## src/rtl/ps2_pkg.sv

```systemverilog
// Shared constants for the PS/2 keyboard controller: scancodes, key ids,
// decoder state encoding, event FIFO geometry and prefix timeout length.
package ps2_pkg;

    // Prefix bytes
    localparam logic [7:0] SC_E0 = 8'hE0;
    localparam logic [7:0] SC_F0 = 8'hF0;

    // Scancodes of interest
    localparam logic [7:0] SC_UP    = 8'h75;
    localparam logic [7:0] SC_DOWN  = 8'h72;
    localparam logic [7:0] SC_LEFT  = 8'h6B;
    localparam logic [7:0] SC_RIGHT = 8'h74;
    localparam logic [7:0] SC_ENTER = 8'h5A;
    localparam logic [7:0] SC_ESC   = 8'h76;

    // Key ids; 0 means "not a tracked key"
    localparam logic [2:0] KEY_NONE  = 3'd0;
    localparam logic [2:0] KEY_UP    = 3'd1;
    localparam logic [2:0] KEY_DOWN  = 3'd2;
    localparam logic [2:0] KEY_LEFT  = 3'd3;
    localparam logic [2:0] KEY_RIGHT = 3'd4;
    localparam logic [2:0] KEY_ENTER = 3'd5;
    localparam logic [2:0] KEY_ESC   = 3'd6;

    localparam int unsigned NUM_KEYS = 6;

    // Decoder states
    typedef enum logic [1:0] {
        StIdle   = 2'd0,
        StExt    = 2'd1,
        StBrk    = 2'd2,
        StExtBrk = 2'd3
    } ps2_state_e;

    // Event FIFO geometry
    localparam int unsigned FIFO_DEPTH = 4;
    localparam int unsigned EV_WIDTH   = 4;

    // Prefix timeout (only used when PS2_KEY_TIMEOUT_EN is defined)
    localparam int unsigned TIMEOUT_WIDTH  = 20;
    localparam int unsigned TIMEOUT_CYCLES = 1 << 20;

    // Map a scancode to a key id. Arrows exist only as extended codes; the
    // non-extended 75/72/6B/74 are keypad keys and map to KEY_NONE.
    function automatic logic [2:0] decode_key(input logic [7:0] code, input logic ext);
        logic [2:0] id;
        id = KEY_NONE;
        if (ext) begin
            unique case (code)
                SC_UP:    id = KEY_UP;
                SC_DOWN:  id = KEY_DOWN;
                SC_LEFT:  id = KEY_LEFT;
                SC_RIGHT: id = KEY_RIGHT;
                default:  id = KEY_NONE;
            endcase
        end else begin
            unique case (code)
                SC_ENTER: id = KEY_ENTER;
                SC_ESC:   id = KEY_ESC;
                default:  id = KEY_NONE;
            endcase
        end
        return id;
    endfunction

endpackage

```

## src/rtl/ps2_evt_fifo.sv

```systemverilog
// First-word-fall-through event FIFO. A push into a full FIFO is dropped and
// sets the sticky ovf flag unless a pop happens in the same cycle.
module ps2_evt_fifo #(
    parameter int unsigned Depth = 4,
    parameter int unsigned Width = 4
) (
    input  logic             clk,
    input  logic             rst,
    input  logic             push,
    input  logic [Width-1:0] push_data,
    input  logic             pop,
    output logic [Width-1:0] pop_data,
    output logic             full,
    output logic             empty,
    output logic             ovf
);

    localparam int unsigned PtrW = $clog2(Depth);
    localparam int unsigned CntW = PtrW + 1;

    logic [Width-1:0] mem_q [Depth];
    logic [PtrW-1:0]  wr_ptr_q, rd_ptr_q;
    logic [CntW-1:0]  count_q;
    logic             ovf_q;
    logic             pop_ok, push_ok;

    assign empty = (count_q == '0);
    assign full  = (count_q == CntW'(Depth));

    // Pop on empty is ignored; a pop frees the slot a same-cycle push needs
    assign pop_ok  = pop && !empty;
    assign push_ok = push && (!full || pop_ok);

    // Head is zero while empty so the output is clean after reset
    assign pop_data = empty ? '0 : mem_q[rd_ptr_q];
    assign ovf      = ovf_q;

    // Storage, pointers, occupancy and sticky overflow
    always_ff @(posedge clk or negedge rst) begin
        if (!rst) begin
            for (int i = 0; i < Depth; i++) begin
                mem_q[i] <= '0;
            end
            wr_ptr_q <= '0;
            rd_ptr_q <= '0;
            count_q  <= '0;
            ovf_q    <= 1'b0;
        end else begin
            if (push_ok) begin
                mem_q[wr_ptr_q] <= push_data;
                wr_ptr_q        <= wr_ptr_q + PtrW'(1);
            end
            if (pop_ok) begin
                rd_ptr_q <= rd_ptr_q + PtrW'(1);
            end
            if (push_ok && !pop_ok) begin
                count_q <= count_q + CntW'(1);
            end else if (pop_ok && !push_ok) begin
                count_q <= count_q - CntW'(1);
            end
            if (push && !push_ok) begin
                ovf_q <= 1'b1;
            end
        end
    end

endmodule

```

## src/rtl/ps2_key_ctrl.sv

```systemverilog
// PS/2 key controller: consumes scancode bytes, tracks E0/F0 prefixes, keeps
// live held flags and last arrow direction, and queues make/break events.
// Optional feature: define PS2_KEY_TIMEOUT_EN to abandon a stale prefix after
// TIMEOUT_CYCLES cycles without a byte.
module ps2_key_ctrl
    import ps2_pkg::*;
(
    input  logic       clk,
    input  logic       rst,
    input  logic [7:0] rx_data,
    input  logic       rx_valid,
    output logic       rx_ack,
    output logic       ev_valid,
    output logic [3:0] ev_data,
    input  logic       ev_ack,
    output logic [5:0] key_held,
    output logic [1:0] dir,
    output logic       ovf
);

    ps2_state_e    state_q, state_d;
    logic          rx_ack_q;
    logic          armed_q;
    logic [5:0]    held_q, held_d;
    logic [1:0]    dir_q, dir_d;
    logic          consume;
    logic          is_ext, is_brk;
    logic [2:0]    key_id;
    logic [5:0]    key_mask;
    logic          ev_push;
    logic [3:0]    ev_push_data;
    logic          fifo_full, fifo_empty;

    // A byte is taken once per rx_valid assertion; armed_q re-opens the input
    // only after the receiver has dropped rx_valid, so a lingering valid is
    // never consumed twice.
    assign consume = rx_valid && !rx_ack_q && armed_q;

    assign is_ext = (state_q == StExt) || (state_q == StExtBrk);
    assign is_brk = (state_q == StBrk) || (state_q == StExtBrk);
    assign key_id = decode_key(rx_data, is_ext);
    assign key_mask = (key_id == KEY_NONE) ? 6'd0 : (6'd1 << (key_id - 3'd1));

`ifdef PS2_KEY_TIMEOUT_EN
    logic [TIMEOUT_WIDTH-1:0] tmo_q;
    logic                     tmo_hit;

    assign tmo_hit = (state_q != StIdle) &&
                     (tmo_q == TIMEOUT_WIDTH'(TIMEOUT_CYCLES - 1));

    // Cycles spent waiting in a prefix state; restarted by every byte
    always_ff @(posedge clk or negedge rst) begin
        if (!rst) begin
            tmo_q <= '0;
        end else if (consume || (state_q == StIdle) || tmo_hit) begin
            tmo_q <= '0;
        end else begin
            tmo_q <= tmo_q + TIMEOUT_WIDTH'(1);
        end
    end
`endif

    // Decoder state, handshake and key status registers
    always_ff @(posedge clk or negedge rst) begin
        if (!rst) begin
            state_q  <= StIdle;
            rx_ack_q <= 1'b0;
            armed_q  <= 1'b1;
            held_q   <= '0;
            dir_q    <= '0;
        end else begin
            state_q  <= state_d;
            rx_ack_q <= consume;
            if (consume) begin
                armed_q <= 1'b0;
            end else if (!rx_valid) begin
                armed_q <= 1'b1;
            end
            held_q <= held_d;
            dir_q  <= dir_d;
        end
    end

    // Prefix tracking, key decode and event generation
    always_comb begin
        state_d      = state_q;
        held_d       = held_q;
        dir_d        = dir_q;
        ev_push      = 1'b0;
        ev_push_data = '0;
        if (consume) begin
            if ((state_q == StIdle) && (rx_data == SC_E0)) begin
                state_d = StExt;
            end else if ((state_q == StIdle) && (rx_data == SC_F0)) begin
                state_d = StBrk;
            end else if ((state_q == StExt) && (rx_data == SC_F0)) begin
                state_d = StExtBrk;
            end else begin
                state_d = StIdle;
                if (key_id != KEY_NONE) begin
                    if (is_brk) begin
                        held_d       = held_q & ~key_mask;
                        ev_push      = 1'b1;
                        ev_push_data = {1'b1, key_id};
                    end else begin
                        // Typematic repeats keep the key held but stay silent
                        held_d = held_q | key_mask;
                        if ((held_q & key_mask) == '0) begin
                            ev_push      = 1'b1;
                            ev_push_data = {1'b0, key_id};
                        end
                        if (key_id <= KEY_RIGHT) begin
                            dir_d = key_id[1:0] - 2'd1;
                        end
                    end
                end
            end
        end
`ifdef PS2_KEY_TIMEOUT_EN
        else if (tmo_hit) begin
            state_d = StIdle;
        end
`endif
    end

    ps2_evt_fifo #(
        .Depth (FIFO_DEPTH),
        .Width (EV_WIDTH)
    ) u_evt_fifo (
        .clk       (clk),
        .rst       (rst),
        .push      (ev_push),
        .push_data (ev_push_data),
        .pop       (ev_ack),
        .pop_data  (ev_data),
        .full      (fifo_full),
        .empty     (fifo_empty),
        .ovf       (ovf)
    );

    assign ev_valid = !fifo_empty;
    assign rx_ack   = rx_ack_q;
    assign key_held = held_q;
    assign dir      = dir_q;

    logic unused_full;
    assign unused_full = fifo_full;

endmodule

```

## config.mk

```make
export PLATFORM = sky130hd
export DESIGN_NAME = ps2_key_ctrl
export DESIGN_NICKNAME = d
export VERILOG_FILES = /design/src/rtl/ps2_pkg.sv /design/src/rtl/ps2_evt_fifo.sv /design/src/rtl/ps2_key_ctrl.sv
export SDC_FILE = /design/constraint.sdc
export NUM_CORES = 1
export LEC_CHECK = 0
export CAP_MARGIN = 15
export CORE_UTILIZATION = 50
export CTS_CLUSTER_DIAMETER = 50
export DETAILED_ROUTE_END_ITERATION = 10
export HOLD_SLACK_MARGIN = 0.02
export PLACE_DENSITY = 0.73
export RECOVER_POWER = 100
export SYNTH_ARGS = -nofsm -noshare
export SYNTH_HDL_FRONTEND = slang
export SYNTH_SLANG_ARGS = --single-unit
```

## constraint.sdc

```tcl
create_clock -name clk -period 5.9 [get_ports clk]
set_clock_uncertainty 0.15 [all_clocks]
set_input_delay 1.18 -clock clk [delete_from_list [all_inputs] [get_ports clk]]
set_output_delay 1.18 -clock clk [all_outputs]
set_load 0.01 [all_outputs]
```

==> metrics <==
vias in the first global route=1,490; part of the power in registers=51.1%; sw power=0.180 mW; critical path class=input port to flop; critical path required time=~6 ns; Post-Syn Nets=199; Largest delay share family, worst path=compound AO/OA/AOI/OAI gates; DR vias=1,546; Seq cells post-synth=36; routed vias/inst=5.99; Worst setup EP type=flop; Hold WC Path Type=flop to flop; fin crit period=5.52 ns; Post-synth ARST share=100%; RSZ-0062 raised after global routing=false; fin util=61.1%; CTS Hold Bufs=0; sw frac=30.0%; CP max stage delay=0.84 ns; failing checks=capacitance limit, slew limit; H-tree levels=2; register area=902 sq um; multi-input combinational cell area=1100 sq um; worst skew pair latency=0.29 ns; cts bufs inserted=5; Clock Power Share=between 20 and 30%; core area=4000 sq um; Synth Area in XOR/XNOR=3.38%; top-count cell post-synth=dfrtp_1; global-route wire length before repair=7240 microns; Final ANT Viol Nets=0; MaxCap Viol Count=1; drt first-iter violations=79; Max VDD drop=95.1 uV; PostCTS Resize Cnt=0; pre-CTS setup slack=0.171 ns; Post-Synth Adder-Cell Area=5.79%; leading area contributor after synthesis=dfrtp_1; share of layout cells above drive strength 1=13.5%; combinational power share=21.6%; routability-driven placement congestion ratio=between 0.8 and 0.9; max frequency=181 MHz; Chip Width=about 66 microns; Synth Instances=between 150 and 200; Buffers on Ports=26; Max Slew Vio Count=37; Die ar.=4410 sq um; kind of start point of the critical path=input port; floorplan row count=23; Area contributors post-synth=dfrtp_1 (42%), a22o_1 (7.2%), ha_1 (4.8%), mux2_2 (4.3%), mux4_2 (4.3%); worst setup margin=0.385 ns; total clock sinks=36; Antenna diodes=0; Clock Path Buffers=2; Clock Tree Root=clkbuf_8; Compound-Gate Fraction of Synth Area=between 10% and 20%; dpl hpwl=3280 microns; 1st-pass router iterations=4; Leak Pwr=1.11 nW; simple-gate portion of the synthesized area=between 20% and 30%; initial antenna violation count=0; main combinational cell family by area after synthesis=simple AND/OR/NAND/NOR gates; hold depth=1; CP Data Arrival Time=approximately 5.6 ns; Cell variety after synth=50; wire per inst=17.1 microns; EDFF count, synth=0; fin nets=229; Reg clk slew, reported paths=~0.07 ns; GRT overflow=0; crit path max fanout=8; pwr dens=roughly 250 nW/um^2; Post-synth top cells=dfrtp_1 (35), a22o_1 (17), nand2_1 (11); TritonCTS clock tree=built; TNS Setup=0 ns; Post-Route WL=4400 microns; P_int=0.422 mW; P&R area growth vs syn=17.9%; Seq/Total Area, Yosys=43.5%; Setup Buffers After CTS=0; DR DRC count=0; Worst-Margin Slew=1.96 ns; endpoints failing setup=0; Fillers=322; Initial Util=51.8%; crit path cell chain=clkdlybuf4s50_1, nor4bb_1, nand2_1, o31a_1, ha_1, a22oi_1, nor2_1, o2bb2a_1, a311o_1, o31ai_4, clkbuf_1, nor4b_1, a22o_1; GRT Overall Usage=roughly 22%; Reg2Reg Depth=13; status=finished with violations; final hold viol count=0; synthesis warning total=0; Final period util=93.5%; Post-Syn Area per Cell=11.6 sq um; post-synth top area share=42.2%; Primary FF master, synth=dfrtp_1; I/O pin total=27; CP Depth=13; Worst path slowest cell=nor4b_1; Die H=66.4 microns; CP bufs+invs=2; worst relative slew slack=-30.9%; Netlist Area Pre-Place=2070 sq um; post-synthesis mux area share=under 10%; largest net degree at the start of global routing=37
[stage by stage]
stage	hold slack [ns]	cell area [sq um]	power (mW)	cells
after floorplan	0.298	2070	0.394	178
after global placement	0.303	2390	0.437	251
after detailed placement	0.303	2390	0.450	251
after CTS	0.320	2460	0.614	258
after global routing	0.326	2440	0.636	258
final	0.308	2440	0.603	258
[area by class of cell]
cell class / instances / share of cell area, %
flip-flops and latches: 36 / 36.9
clock buffers: 6 / 2.97
inverters: 8 / 1.23
clock inverters: 1 / 0.205
repair buffers: 29 / 11.3
multi-input cells: 128 / 44.9
well taps: 50 / 2.56
[power groups by stage]
stage / Sequential (mW) / Clock (mW) / Combinational (mW)
after global routing: 0.314 / 0.177 / 0.145
after floorplan: 0.298 / 0 / 0.0966
final: 0.308 / 0.164 / 0.130
after global placement: 0.311 / 0 / 0.126
after detailed placement: 0.314 / 0 / 0.135
after CTS: 0.309 / 0.168 / 0.137
[layout by cell type (no fill, tap or decap), types with 2 or more instances in the layout]
| master | instances |
|---|---|
| dfrtp_1 | 35 |
| dlygate4sd3_1 | 19 |
| a22o_1 | 17 |
| nand2_1 | 11 |
| inv_1 | 8 |
| mux2_2 | 8 |
| ha_1 | 8 |
| clkdlybuf4s50_1 | 7 |
| nand3_1 | 6 |
| and2_1 | 6 |
| xnor2_1 | 6 |
| nor2_1 | 6 |
| clkbuf_8 | 5 |
| nor4bb_1 | 4 |
| nor4b_1 | 4 |
| nor3_1 | 4 |
| mux4_2 | 4 |
| nand4_1 | 4 |
| nand2b_1 | 3 |
| o21ai_0 | 3 |
| and3_1 | 3 |
| clkbuf_1 | 3 |
| and4b_1 | 2 |
| o211ai_1 | 2 |
| a22oi_1 | 2 |
| xor2_1 | 2 |
| nand3b_1 | 2 |
[kinds of logic after synthesis]
logic type | count (synthesis)
simple gates | 64
flops | 36
compound gates | 34
buf+inv | 14
mux | 13
fa+ha+maj | 9
xor+xnor | 8
[path summary, 6_finish.rpt]
path	startpoint	endpoint	slack (ns)
min	u_evt_fifo.ovf	u_evt_fifo.ovf	0.31
max in group asynchronous	rst	rx_ack	2.65
min in group asynchronous	rst	u_evt_fifo.mem_q[10]	1.83
max reg2reg	state_q[0]	u_evt_fifo.mem_q[9]	1.63
min reg2reg	u_evt_fifo.ovf	u_evt_fifo.ovf	0.31
max	rx_data[4]	u_evt_fifo.mem_q[9]	0.38
[per-layer routing]
layer | share of wire, % | track usage (%) | wire length, microns | vias up
li1 | - | - | - | 729
met4 | 1.0 | 7.98 | 45 | 0
met1 | 45 | 28.5 | 1960 | 764
met3 | 4.0 | 4.66 | 176 | 6
met2 | 50 | 37.5 | 2220 | 47
met5 | 0 | 0 | 0 | -
No activity file was read; power rests on OpenSTA's default activity.
==> RTL edit (config.mk and constraints unchanged) <==
Re-encode `ps2_state_e` (4 states) as one-hot, 4 bits wide.
--- a/src/rtl/ps2_pkg.sv
+++ b/src/rtl/ps2_pkg.sv
@@ -26,11 +26,11 @@
     localparam int unsigned NUM_KEYS = 6;
 
     // Decoder states
-    typedef enum logic [1:0] {
-        StIdle   = 2'd0,
-        StExt    = 2'd1,
-        StBrk    = 2'd2,
-        StExtBrk = 2'd3
+    typedef enum logic [3:0] {
+        StIdle   = 4'b0001,
+        StExt    = 4'b0010,
+        StBrk    = 4'b0100,
+        StExtBrk = 4'b1000
     } ps2_state_e;
 
     // Event FIFO geometry
Function: same outputs for any inputs over 4 cycles, from zero or initial values and one cycle with rst low; so few cycles prove little.
==> RTL edit against the original RTL <==
The run still ends with max-capacitance violations, max-slew violations left. Sequential cell count is 2 higher. Total power up 23%. Area after synthesis grew 27%. Setup slack gained 130 ps. Synthesized cell count up 42%. First-iteration DRC count up 57%. Final cell count is 34% higher. Critical path depth grew 5. Design area up 20%. Combinational power up 39%. Sequential share of layout area is 4.5 points lower. Routed wire length up 23%.
==> RTL edit: results (changes against the original RTL) <==
Post-Place Worst Slack 476 ps (was 171 ps); Avg Synthesized Cell Area 10.4 sq um (was 11.6 sq um); Fill cells 485 (was 322); post-synthesis sequential area ratio 36.2% (was 43.5%); dpl cell area 2900 sq um (was 2390 sq um); Adder-Cell Fraction of Synth Area 4.56% (was 5.79%); post-synthesis compound-gate area fraction 22.8% (was 14.2%); Signal buffers 30 (was 29); vias per cell 5.91 (was 5.99); multi-input gate count 191 (was 128); per-cell routed wire length 15.6 um (was 17.1 um); met2 Use GR 36.3% (was 37.5%); met1 Use GR 28.1% (was 28.5%); Non-clock buffering overhead 9.52% (was 11.3%); Slew Viols, Final 39 (was 37); RR Startpoint state_q[2]$_DFFE_PN0P_ (was state_q[0]$_DFFE_PN0P_); critical path peak fanout 15 (was 8); Inverters, non-clock 10 (was 8); MaxCap Viol Count 1 (unchanged); Sequential Area 953 sq um (was 902 sq um); GR Util met3 5.01% (was 4.66%); Yosys top cell area share 34.2% (was 42.2%); failing checks max-capacitance violations, max-slew violations (unchanged); outcome complete, but fails checks (unchanged); top cells by count, synth dfrtp_1 (36), nand2_1 (28), o21ai_1 (15), and2_1 (12), nand3_1 (12) (was dfrtp_1 (35), a22o_1 (17), nand2_1 (11)); mux cell area share after synthesis 7.65% (was 9.23%); Total GRT Usage 22.0% (was 22.4%); fin cells 346 (was 258); Routability Congestion 0.848 (was 0.899); ratio of cells with drive above 1 in the final layout 13.4% (was 13.5%); pin count of the biggest net entering global routing 39 (was 37)
[RTL edit: cell count changes after synthesis, moves of 5 or more]
cell,change
a22o_1,-17
nand2_1,+17
o21ai_1,+14
and2_1,+6
buf_6,+6
nand3_1,+6
o211ai_1,+6
o41ai_2,+6
o31ai_1,+5
[RTL edit: worst register-to-register path, delay by kind of cell, from the launching register on]
kind	cells	cell delay, ps
fa+ha+maj	3	860
compound gates	6	1360
buf+inv	2	180
xor+xnor	2	320
flops	1	440
simple gates	4	830
[RTL edit: kinds of logic (layout without fill, tap and decap cells)]
family / count (synthesis) / count (layout)
AND/OR/NAND/NOR: 87 / 87
XOR/XNOR: 10 / 10
multiplexers: 14 / 14
adder cells (fa/ha/maj): 9 / 9
flip-flops: 38 / 38
AO/OA/AOI/OAI: 71 / 71
buffers and inverters: 24 / 47
[RTL edit: worst max path at each step]
stage / start / end / slack [ps] / cells past startpoint
after floorplan: rx_data[4] / u_evt_fifo.count_q[2]$_DFFE_PN0P_ / 1110 / 20
after global placement: rx_data[2] / u_evt_fifo.count_q[2]$_DFFE_PN0P_ / 680 / 18
after detailed placement: rx_data[4] / u_evt_fifo.count_q[2]$_DFFE_PN0P_ / 480 / 18
after CTS: rx_data[4] / u_evt_fifo.count_q[2]$_DFFE_PN0P_ / 780 / 18
after global routing: rx_data[4] / u_evt_fifo.count_q[2]$_DFFE_PN0P_ / 280 / 18
final: rx_data[4] / u_evt_fifo.count_q[2]$_DFFE_PN0P_ / 510 / 18
[RTL edit: where the power goes]
group          total [mW]  internal [mW]  switching (mW)  leakage (nW)
combinational       0.181         0.0878          0.0933         0.667
clock               0.225          0.135          0.0896        0.0573
sequential          0.338          0.292          0.0456         0.504
total               0.743          0.515           0.228          1.23
